===== src/rtl/fetch_pkg.sv =====
// Shared widths, defaults and the skid-buffer entry type for the fetch stage.
package fetch_pkg;

    localparam int unsigned ADDR_W      = 32;
    localparam int unsigned INSTR_W     = 32;
    localparam int unsigned PC_STEP_DEF = 4;

    typedef struct packed {
        logic [INSTR_W-1:0] instr;
        logic [ADDR_W-1:0]  pc;
    } fetch_entry_t;

    // Instruction fetches are word aligned; the low two address bits are dropped.
    function automatic logic [ADDR_W-1:0] align_word(input logic [ADDR_W-1:0] addr);
        return addr & ~32'd3;
    endfunction

endpackage


===== src/rtl/fetch_skid_buffer.sv =====
// Two-entry in-order FIFO between the instruction memory response and decode.
// Entry 0 is always the head, so head data comes straight from a register.
module fetch_skid_buffer
    import fetch_pkg::*;
#(
    parameter int unsigned DEPTH = 2
) (
    input  logic        clk,
    input  logic        rst,
    input  logic        flush,
    input  logic        push,
    input  logic [31:0] push_instr,
    input  logic [31:0] push_pc,
    input  logic        pop,
    output logic [1:0]  count,
    output logic [31:0] head_instr,
    output logic [31:0] head_pc
);

    fetch_entry_t entry0_r;
    fetch_entry_t entry1_r;
    fetch_entry_t in_s;
    logic [1:0]   count_r;
    logic         do_pop_s;
    logic         do_push_s;

    assign in_s      = '{instr: push_instr, pc: push_pc};
    assign do_pop_s  = pop && (count_r != 2'd0);
    // A push into a full buffer is only legal when the head leaves in the same cycle.
    assign do_push_s = push && ((count_r != 2'(DEPTH)) || do_pop_s);

    // Entry storage and occupancy; flush discards everything ahead of any push or pop.
    always_ff @(posedge clk) begin
        if (rst || flush) begin
            entry0_r <= '0;
            entry1_r <= '0;
            count_r  <= 2'd0;
        end else begin
            case ({do_push_s, do_pop_s})
                2'b10: begin
                    if (count_r == 2'd0) begin
                        entry0_r <= in_s;
                    end else begin
                        entry1_r <= in_s;
                    end
                    count_r <= count_r + 2'd1;
                end
                2'b01: begin
                    entry0_r <= entry1_r;
                    entry1_r <= '0;
                    count_r  <= count_r - 2'd1;
                end
                2'b11: begin
                    if (count_r == 2'd1) begin
                        entry0_r <= in_s;
                    end else begin
                        entry0_r <= entry1_r;
                        entry1_r <= in_s;
                    end
                end
                default: begin
                    count_r <= count_r;
                end
            endcase
        end
    end

    assign count      = count_r;
    assign head_instr = entry0_r.instr;
    assign head_pc    = entry0_r.pc;

endmodule


===== src/rtl/fetch_sequencer.sv =====
// PC generation, credit-based issue and redirect handling in front of a 1-cycle instruction memory.
// Optional macro FETCH_PERF_CNT_EN adds perf_fetched / perf_stall / perf_flush counters.
module fetch_sequencer
    import fetch_pkg::*;
#(
    parameter logic [31:0] RESET_PC  = 32'h0000_0000,
    parameter int unsigned PC_STEP   = PC_STEP_DEF,
    parameter int unsigned BUF_DEPTH = 2
) (
    input  logic        clk,
    input  logic        rst,
    output logic [31:0] pc_address,
    output logic        en_im,
    input  logic [31:0] instruction,
    input  logic        redirect_valid,
    input  logic [31:0] redirect_pc,
    output logic        out_valid,
    input  logic        out_ready,
    output logic [31:0] out_instr,
    output logic [31:0] out_pc
`ifdef FETCH_PERF_CNT_EN
    ,
    output logic [31:0] perf_fetched,
    output logic [31:0] perf_stall,
    output logic [31:0] perf_flush
`endif
);

    logic [31:0] pc_r;
    logic [31:0] inflight_pc_r;
    logic        inflight_r;
    logic [1:0]  count_s;
    logic [2:0]  occupancy_s;
    logic        pop_s;
    logic        push_s;
    logic        issue_s;

    assign pop_s       = out_valid && out_ready;
    assign push_s      = inflight_r && !redirect_valid;
    // Words held or on their way after this cycle's pop; a new read needs a free slot for its reply.
    assign occupancy_s = {1'b0, count_s} + {2'b00, inflight_r} - {2'b00, pop_s};
    assign issue_s     = !rst && !redirect_valid && (occupancy_s <= 3'(BUF_DEPTH - 1));

    assign en_im      = issue_s;
    assign pc_address = pc_r;
    assign out_valid  = (count_s != 2'd0);

    // PC and in-flight tracking; a redirect cancels the outstanding read and retargets the PC.
    always_ff @(posedge clk) begin
        if (rst) begin
            pc_r          <= RESET_PC;
            inflight_r    <= 1'b0;
            inflight_pc_r <= 32'd0;
        end else if (redirect_valid) begin
            pc_r       <= align_word(redirect_pc);
            inflight_r <= 1'b0;
        end else begin
            inflight_r <= issue_s;
            if (issue_s) begin
                inflight_pc_r <= pc_r;
                pc_r          <= pc_r + 32'(PC_STEP);
            end else begin
                pc_r <= pc_r;
            end
        end
    end

    fetch_skid_buffer #(
        .DEPTH (BUF_DEPTH)
    ) u_buf (
        .clk        (clk),
        .rst        (rst),
        .flush      (redirect_valid),
        .push       (push_s),
        .push_instr (instruction),
        .push_pc    (inflight_pc_r),
        .pop        (pop_s),
        .count      (count_s),
        .head_instr (out_instr),
        .head_pc    (out_pc)
    );

`ifdef FETCH_PERF_CNT_EN
    logic [31:0] perf_fetched_r;
    logic [31:0] perf_stall_r;
    logic [31:0] perf_flush_r;

    // Free-running wrapping event counters.
    always_ff @(posedge clk) begin
        if (rst) begin
            perf_fetched_r <= 32'd0;
            perf_stall_r   <= 32'd0;
            perf_flush_r   <= 32'd0;
        end else begin
            if (push_s) begin
                perf_fetched_r <= perf_fetched_r + 32'd1;
            end
            if (out_valid && !out_ready) begin
                perf_stall_r <= perf_stall_r + 32'd1;
            end
            if (redirect_valid && (inflight_r || (count_s != 2'd0))) begin
                perf_flush_r <= perf_flush_r + 32'd1;
            end
        end
    end

    assign perf_fetched = perf_fetched_r;
    assign perf_stall   = perf_stall_r;
    assign perf_flush   = perf_flush_r;
`endif

endmodule


===== config.mk =====
export PLATFORM = sky130hd
export DESIGN_NAME = fetch_sequencer
export DESIGN_NICKNAME = d
export VERILOG_FILES = /design/src/rtl/fetch_pkg.sv /design/src/rtl/fetch_skid_buffer.sv /design/src/rtl/fetch_sequencer.sv
export SDC_FILE = /design/constraint.sdc
export NUM_CORES = 1
export LEC_CHECK = 0
export ABC_CLOCK_PERIOD_IN_PS = 13800
export CAP_MARGIN = 5
export CORE_UTILIZATION = 45
export CTS_CLUSTER_DIAMETER = 50
export DETAILED_ROUTE_END_ITERATION = 7
export GPL_ROUTABILITY_DRIVEN = 0
export PLACE_DENSITY_LB_ADDON = 0.15
export SLEW_MARGIN = 20
export SYNTH_ARGS = -nofsm -noshare
export SYNTH_HDL_FRONTEND = slang
export SYNTH_SLANG_ARGS = --single-unit

===== constraint.sdc =====
create_clock -name clk -period 13.8 [get_ports clk]
set_input_delay 4.14 -clock clk [delete_from_list [all_inputs] [get_ports clk]]
set_output_delay 4.14 -clock clk [all_outputs]
set_load 0.02 [all_outputs]

# Word-level counts from Yosys, hierarchy flattened
# Cells that the tools add are included.
[classes] n_addsub=5 n_lt_le_gt_ge=1 n_eq_ne=8 muxes=9 n_bitwise=1 reduce_logical=19
[ops] cell="$pmux 64 s3" n=2
[ops] cell="$mux 64" n=4
[ops] cell="$mux 32" n=2
[ops] cell="$add 32x3->32 const B" n=1
[ops] cell="$logic_and 1x1->1" n=6
[ops] cell="$ne 2x2->1 const B" n=3
[ops] cell="$reduce_bool 2->1" n=3
[ops] cell="$eq 2x1->1 const B" n=2
[ops] cell="$eq 2x2->1 const B" n=2
[ops] cell="$pmux 2 s2" n=1
[ops] cell="$reduce_and 2->1" n=2
[ops] cell="$add 2x1->3" n=1
[ops] cell="$le 3x1->1 const B" n=1
[ops] cell="$reduce_and 3->1" n=1
[ops] cell="$reduce_bool 3->1" n=1
[ops] cell="$sub 3x1->3" n=1
[ops] cell="$add 2x1->2 const B" n=1
[ops] cell="$logic_not 1->1" n=2
[ops] cell="$logic_not 2->1" n=1
[ops] cell="$logic_or 1x1->1" n=2
[ops] cell="$ne 2x1->1 const B" n=1
[ops] cell="$reduce_or 2->1" n=1
[ops] cell="$sub 2x1->2 const B" n=1
[ops] cell="$not 1->1" n=1
[totals] ff_bits=195 input_bits=68 output_inout_bits=98

# Depth between registers and ports, before layout
# Gate-level depths: netlist of the first run.
[depth] word_depth=8 depth_mapped=17

# Cells and area by module
# Synthesis of the first run repeated with hierarchy kept, for this count alone.
[hier_totals] hier_cells=1054 hier_area_um2=8162.8
[modules_own_cells] module="fetch_skid_buffer" n_inst=1 cells_per_inst=667 area_per_inst_um2=5206.2 seq_area_each_um2=2602.5
[modules_own_cells] module="fetch_sequencer" n_inst=1 cells_per_inst=387 area_per_inst_um2=2956.6 seq_area_each_um2=1221.2

# Worst setup path after synthesis of the first run
# OpenSTA, ideal clock, no wires.
[synth_path] path_kind="input -> output" from="in out_ready" to="out en_im" arrival_time_ps=6976 path_slack_ps=2684 stages=13 path_cell_list="nor2b_1 > clkbuf_1 > clkbuf_1 > ha_1 > inv_1 > ha_1 > inv_1 > fa_1 > clkbuf_1 > nor3b_1 > nand2_1 > inv_1 > buf_1"
[synth_via] elab_chain_len=4
[synth_lines] item="start, declared" line_no="fetch_sequencer.sv:18" source="input logic out_ready,"
[synth_lines] item="$logic_and 1x1->1" line_no="fetch_sequencer.sv:38" source="assign pop_s = out_valid && out_ready;"
[synth_lines] item="$sub 3x1->3" line_no="fetch_sequencer.sv:41" source="assign occupancy_s = {1'b0, count_s} + {2'b00, inflight_r} - {2'b00, pop_s};"
[synth_lines] item="$le 3x1->1" line_no="fetch_sequencer.sv:42" source="assign issue_s = !rst && !redirect_valid && (occupancy_s <= 3'(BUF_DEPTH - 1));"
[synth_lines] item="$logic_and 1x1->1" line_no="fetch_sequencer.sv:42"
[synth_lines] item="end, declared" line_no="fetch_sequencer.sv:13" source="output logic en_im,"
# Every way passes these cells.

# Final worst setup path of the first run
# Ends and elaborated chain as after synthesis.

==> results.md, run 1 <==
- Slew Viols, Final: 0
- Clock Power Share: around 38%
- Worst Path Required: about 9.7 ns
- Async S/R FF share, synth: 0%
- Psw: around 0.38 mW
- Num ports: around 170
- Tcrit/Tclk final: about 85%
- RSZ-0062 raised after global routing: false
- Final setup viols: 0
- Syn. warnings: 0
- GR Util All Layers: between 20% and 30%
- TritonRoute pass-1 iters: 6
- Combinational share of power: between 15 and 20%
- Register area share after synthesis: 44.7%
- Register area: ~0.0037 mm2
- Worst Reg-to-Reg Cells: 15
- Top_reg_cell synth: dfxtp_1
- Setup slack after layout: ~2 ns
- Clock Latency Late Sink: about 0.43 ns
- Root buf cell: clkbuf_16
- Worst-margin pin slew: 1.00 ns
- Total CTS buffers: 17
- Setup TNS after final layout: 0 ns
- First-pass GRT wire length: roughly 39000 um
- # resized after CTS: 0
- Post-DP HPWL: 13800 um
- GRT overflow: 0
- Initial antenna violation count: 0
- Max-slew headroom: between 30% and 40%
- Starting DRT DRC Count: between 500 and 600
- MaxCap Viol Count: 0
- Inst Count DP: 1348
- Sw Ratio: 28.4%
- Violated checks: design-rule violations
- Final Skew: roughly 0.0068 ns
- Row Count: roughly 50
- Sequential share of power: 44.3%
- CTS tree: built
- Count of final hold-check violations: 0
- Share of the synthesized area in the top cell type: 44.7%
- Mapped Cells: ~1100
- Routed WL per cell: 17.1 um
- Clock-pin slew on the worst setup and hold paths: 0.06 ns
- F_max: roughly 85 MHz
- Final ANT Viol Nets: 0
- Worst hold slack: around 0.47 ns
- DR vias/cell: a little under 6
- Die height: 139 um
- Footprint of the multi-input gates: approximately 0.0042 mm2
- CP Launch Type: input port
- Post-CTS Setup Inserts: 0
- Avg Cell Area, Syn: between 7 and 8 um2
- Share of cells above drive strength 1: slightly below 5%
- Port Buf Inserts: between 150 and 200
- Final net count: 1213
- # fillers: between 1500 and 2000
- Final core utilization: 58.5%
- Post-synth EDFFs: 0
- Critical Path AT: 7.63 ns
- Leakage Power: 3.34 nW
- Aggregate routed wire length: around 24000 um
- Worst Setup Path Type: input port to primary output
- Cell Pwr Density: 126 mW/mm2
- Hold WC Path Type: flop to flop
- Yosys reg bits: about 190
- Maximum level of the CTS H-tree: 4
- Sink Count: 187
- CP Capture Type: primary output
- Tmin final: between 10 and 15 ns
- CTS Hold Bufs: 0
- Post-synth cell types: between 50 and 60
- Int Pwr: 0.956 mW
- Critical-path maximum fanout: 32
- Max clock buf depth: 2
- Worst Hold Depth: 2
- Vias in the first global route: between 7000 and 8000
- Non-filler instance count after layout: about 1400
- CORE AREA: approximately 0.018 mm2
- Die Area: ~0.019 mm2
- Die Width: 139 um
- Synth top area cells: dfxtp_1 45%, a311oi_1 6.8%, nand2_1 6.5%, nand4_1 6.0%, a21oi_1 5.6%
- Largest net degree at the start of global routing: 85
- Synth area leader: dfxtp_1
- Dpl ws: slightly above 2 ns
- Ant diodes: 0
- Starting Density: a little under half
- Via Count: just over 8000
- Area delta synth->final: 26.3%
- DRC violations left: 28
- Netlist area before placement: between 0.008 and 0.009 mm2
- Outcome: finished with violations
- Max VDD drop: between 90 and 100 uV
## layer usage
layer / wire length, um / vias up / global-route usage, % / part of all wire, %
li1: - / 4018 / - / -
met1: 10900 / 3778 / 34.6 / 46
met2: 10800 / 305 / 38.2 / 46
met3: 1430 / 27 / 4.54 / 6.1
met4: 314 / 0 / 7.63 / 1.3
met5: 0 / - / 0 / 0
## metrics by stage
stage,total power [mW],area (um2)
after global placement,0.841,9980
final,1.33,10600
after global routing,1.39,10600
after detailed placement,0.843,9980
after CTS,1.34,10600
after floorplan,0.745,8400
## power groups by stage
stage               Clock [mW]  Sequential [mW]  Combinational (mW)
floorplan                    0            0.615               0.130
detailed placement           0            0.602               0.241
finish                   0.502            0.591               0.242
CTS                      0.511            0.590               0.242
global placement             0            0.602               0.239
global route             0.536            0.594               0.263
## layout by cell type (no fill, tap or decap), types with 6 or more instances in the layout
master / instances
o21ai_0: 73
a311oi_1: 65
nand4_1: 81
nand2_1: 144
a31oi_1: 6
buf_4: 16
inv_1: 13
nand3_1: 76
dfxtp_1: 187
o211ai_1: 7
and4_1: 7
clkdlybuf4s50_1: 158
nor2_1: 81
or4_1: 10
or3_1: 7
a21oi_1: 94
a211oi_1: 9
xor2_1: 8
clkbuf_16: 17
## critical path, stage by stage
cell and delay [ns]:
clkdlybuf4s50_1 0.57, nor2b_4 0.20, ha_1 0.23, inv_1 0.05
ha_1 0.12, inv_1 0.04, fa_1 0.40, xnor2_1 0.75
nand2_1 0.10, buf_4 0.27, inv_1 0.12, clkdlybuf4s50_1 0.62
## area by class of cell
type	count	area share, %
tap	229	2.71
inverter	15	0.532
clock buffer	25	4.68
timing repair buffer	175	16.1
multi-input combinational	742	39.6
clock inverter	6	1.04
sequential	187	35.4
## registers in the layout (all words and copies together) (netlist names)
| register | count |
|---|---|
| u_buf.entry1_r | 62 |
| u_buf.head_instr | 32 |
| inflight_pc_r | 30 |
| pc_address | 30 |
| u_buf.head_pc | 30 |
| u_buf.count | 2 |
| inflight_r | 1 |
## cells in the mapped netlist, drive strengths merged, types with 8 or more instances
cell and number:
inv 14, xor2 8, a21oi 94, clkbuf 96, nand2 146, nand4 81, dfxtp 187, o21ai 73
nor2 81, a311oi 65, buf 17, nand3 76, or4 10, a211oi 9
## cell families after synthesis
logic type / after synthesis / synth area share [%]
AND/OR/NAND/NOR: 441 / 25.5
AO/OA/AOI/OAI: 275 / 21.0
flip-flops: 187 / 44.7
buffers and inverters: 128 / 5.97
XOR/XNOR: 11 / 1.15
adder cells (fa/ha/maj): 7 / 1.13
multiplexers: 4 / 0.507
other: 1 / 0.0447
## path summary, 6_finish.rpt
path	startpoint	end	slack [ns]
setup reg to reg	u_buf.count[1]$_SDFFE_PP0P_	pc_address[19]$_SDFFE_PP0P_	9.99
setup / recovery	out_ready	en_im	2.03
hold / removal	u_buf.entry1_r[55]$_SDFFE_PP0P_	u_buf.entry1_r[55]$_SDFFE_PP0P_	0.47
hold reg to reg	u_buf.entry1_r[55]$_SDFFE_PP0P_	u_buf.entry1_r[55]$_SDFFE_PP0P_	0.47
(Power assumes the default switching activity.)
==> run 2: changes to the inputs <==
Settings changed: SLEW_MARGIN 20 to not set.
==> results of run 2 <==
The final DEF is identical to that of run 1; final timing and power are the same.
==> variant: new RTL, settings of run 2 <==
Add a define of `FETCH_PERF_CNT_EN`.
--- a/src/rtl/fetch_sequencer.sv
+++ b/src/rtl/fetch_sequencer.sv
@@ -1,4 +1,6 @@
 // PC generation, credit-based issue and redirect handling in front of a 1-cycle instruction memory.
 // Optional macro FETCH_PERF_CNT_EN adds perf_fetched / perf_stall / perf_flush counters.
+`define FETCH_PERF_CNT_EN
+
 module fetch_sequencer
     import fetch_pkg::*;
Formal check against the unedited RTL (old outputs only; new: perf_fetched, perf_flush and perf_stall): equivalent (Yosys induction, for registers that start in step).
==> variant against run 2 <==
The run now ends clean; utilization up 1.1 points; wire length up 61%; sequential cell count up 96; final area up 59%; total power up 48%; combinational power down 14%; via count up 57%; area after synthesis up 56%; highest routed layer is now met5; sequential power up 46%; worst setup slack worse by 290 ps.
==> variant: results (changes against run 2) <==
** Power
- Portion of total power attributed to the clock network :: 0.460 (+0.084)
- Static Leakage :: 5.36 nW (+61%)
- The switching portion of total power was 0.256 (-0.0277).
- Switching component of the power :: 507 uW (+34%)

** Critical path
- The peak fanout along the critical path came to 34 (+6.3%).
- For this design, the slowest cell found on the critical path is clkdlybuf4s50_1.
- The flop-to-flop setup slack is 9520 ps (-470 ps).
- WP data arrival :: 7920 ps (+290 ps)
- Reg2Reg Capture Point :: pc_address[11]$_SDFFE_PP0P_

** Placed design
- Detailed placer's ending HPWL :: 23.3 mm (+68%)
- Total placed cells including tap cells :: 2,120 (+57%)
- Count of input and output buffers :: 255 (+60%)

** Global routing
- Total global routing track utilization :: 0.251 (+0.00460)
- The largest net degree at the start of global routing is 125 (+47%).

** Finish
- The fraction of layout instances using a drive strength above 1 was 0.0610 (+0.0114).
- Fill cells :: 2,478 (+46%)

** Clock network
- The maximum clock path buffer count came to 3 (+1).
- The insertion delay of the later-clocked pin in the worst-skew pair was 520 ps (+90 ps).
- Number of levels the H-tree was split into :: 2 (-2)
- Clock buffers created by TritonCTS :: 36 (+19)

** Drt
- 1st-iter DRT viols :: 1,049 (+87%)
- The highest layer touched by signal routing is met5.
- DR WL met2 :: 17.2 mm (+59%)
- Count of TritonRoute iterations in the first routing pass :: 5 (-1)
- Routed via count divided by cell count :: 5.83 (-1.1%)
- The wire length per cell is 17.4 um (+1.9%).

** Logic synthesis
- Number of distinct library cells after synthesis :: 60 (+7.1%)
- Counting instances in the post-synthesis netlist gives the leading cell types as 283 x dfxtp_1, 184 x nand2_1, 148 x nor2_1.
- The sequential area share after synthesis came to 0.434 (-0.0125).
- Cell types with the largest area share after synthesis :: dfxtp_1 43%, nand2_1 5.3%, a21oi_1 5.1%

** Floorplan
- X dimension of the die :: 172 um (+24%)

** Outcome
- The flow ran to the end, and the final reports show no timing, DRC or antenna violations.

** Timing
- The measured slew at the worst slew-check pin was 1210 ps (+208 ps).

** Min path
- Hold worst-path end :: u_buf.head_pc[29]$_SDFFE_PP0P_
-- variant: layout make-up --
type | instances | area (sq um) | share of cell area
clock inverters | 10 | 139 | 0.00827
well taps | 378 | 473 | 0.0282
repair buffers | 269 | 2660 | 0.158
flip-flops and latches | 283 | 5670 | 0.338
clock buffers | 52 | 1000 | 0.0597
diodes | 1 | 2.50 | 0.000149
inverters | 34 | 128 | 0.00760
multi-input cells | 1156 | 6720 | 0.400
-- variant: logic make-up (layout without fill, tap and decap cells) --
| kind of cell | count (synthesis) | count (layout) | synth area share |
|---|---|---|---|
| xor+xnor | 36 | 36 | 0.0242 |
| flops | 283 | 283 | 0.434 |
| compound gates | 353 | 353 | 0.169 |
| buf+inv | 176 | 365 | 0.0550 |
| simple gates | 720 | 720 | 0.279 |
| other cells | 1 | 5 | 0.000287 |
| mux | 33 | 33 | 0.0281 |
| fa+ha+maj | 10 | 10 | 0.0102 |
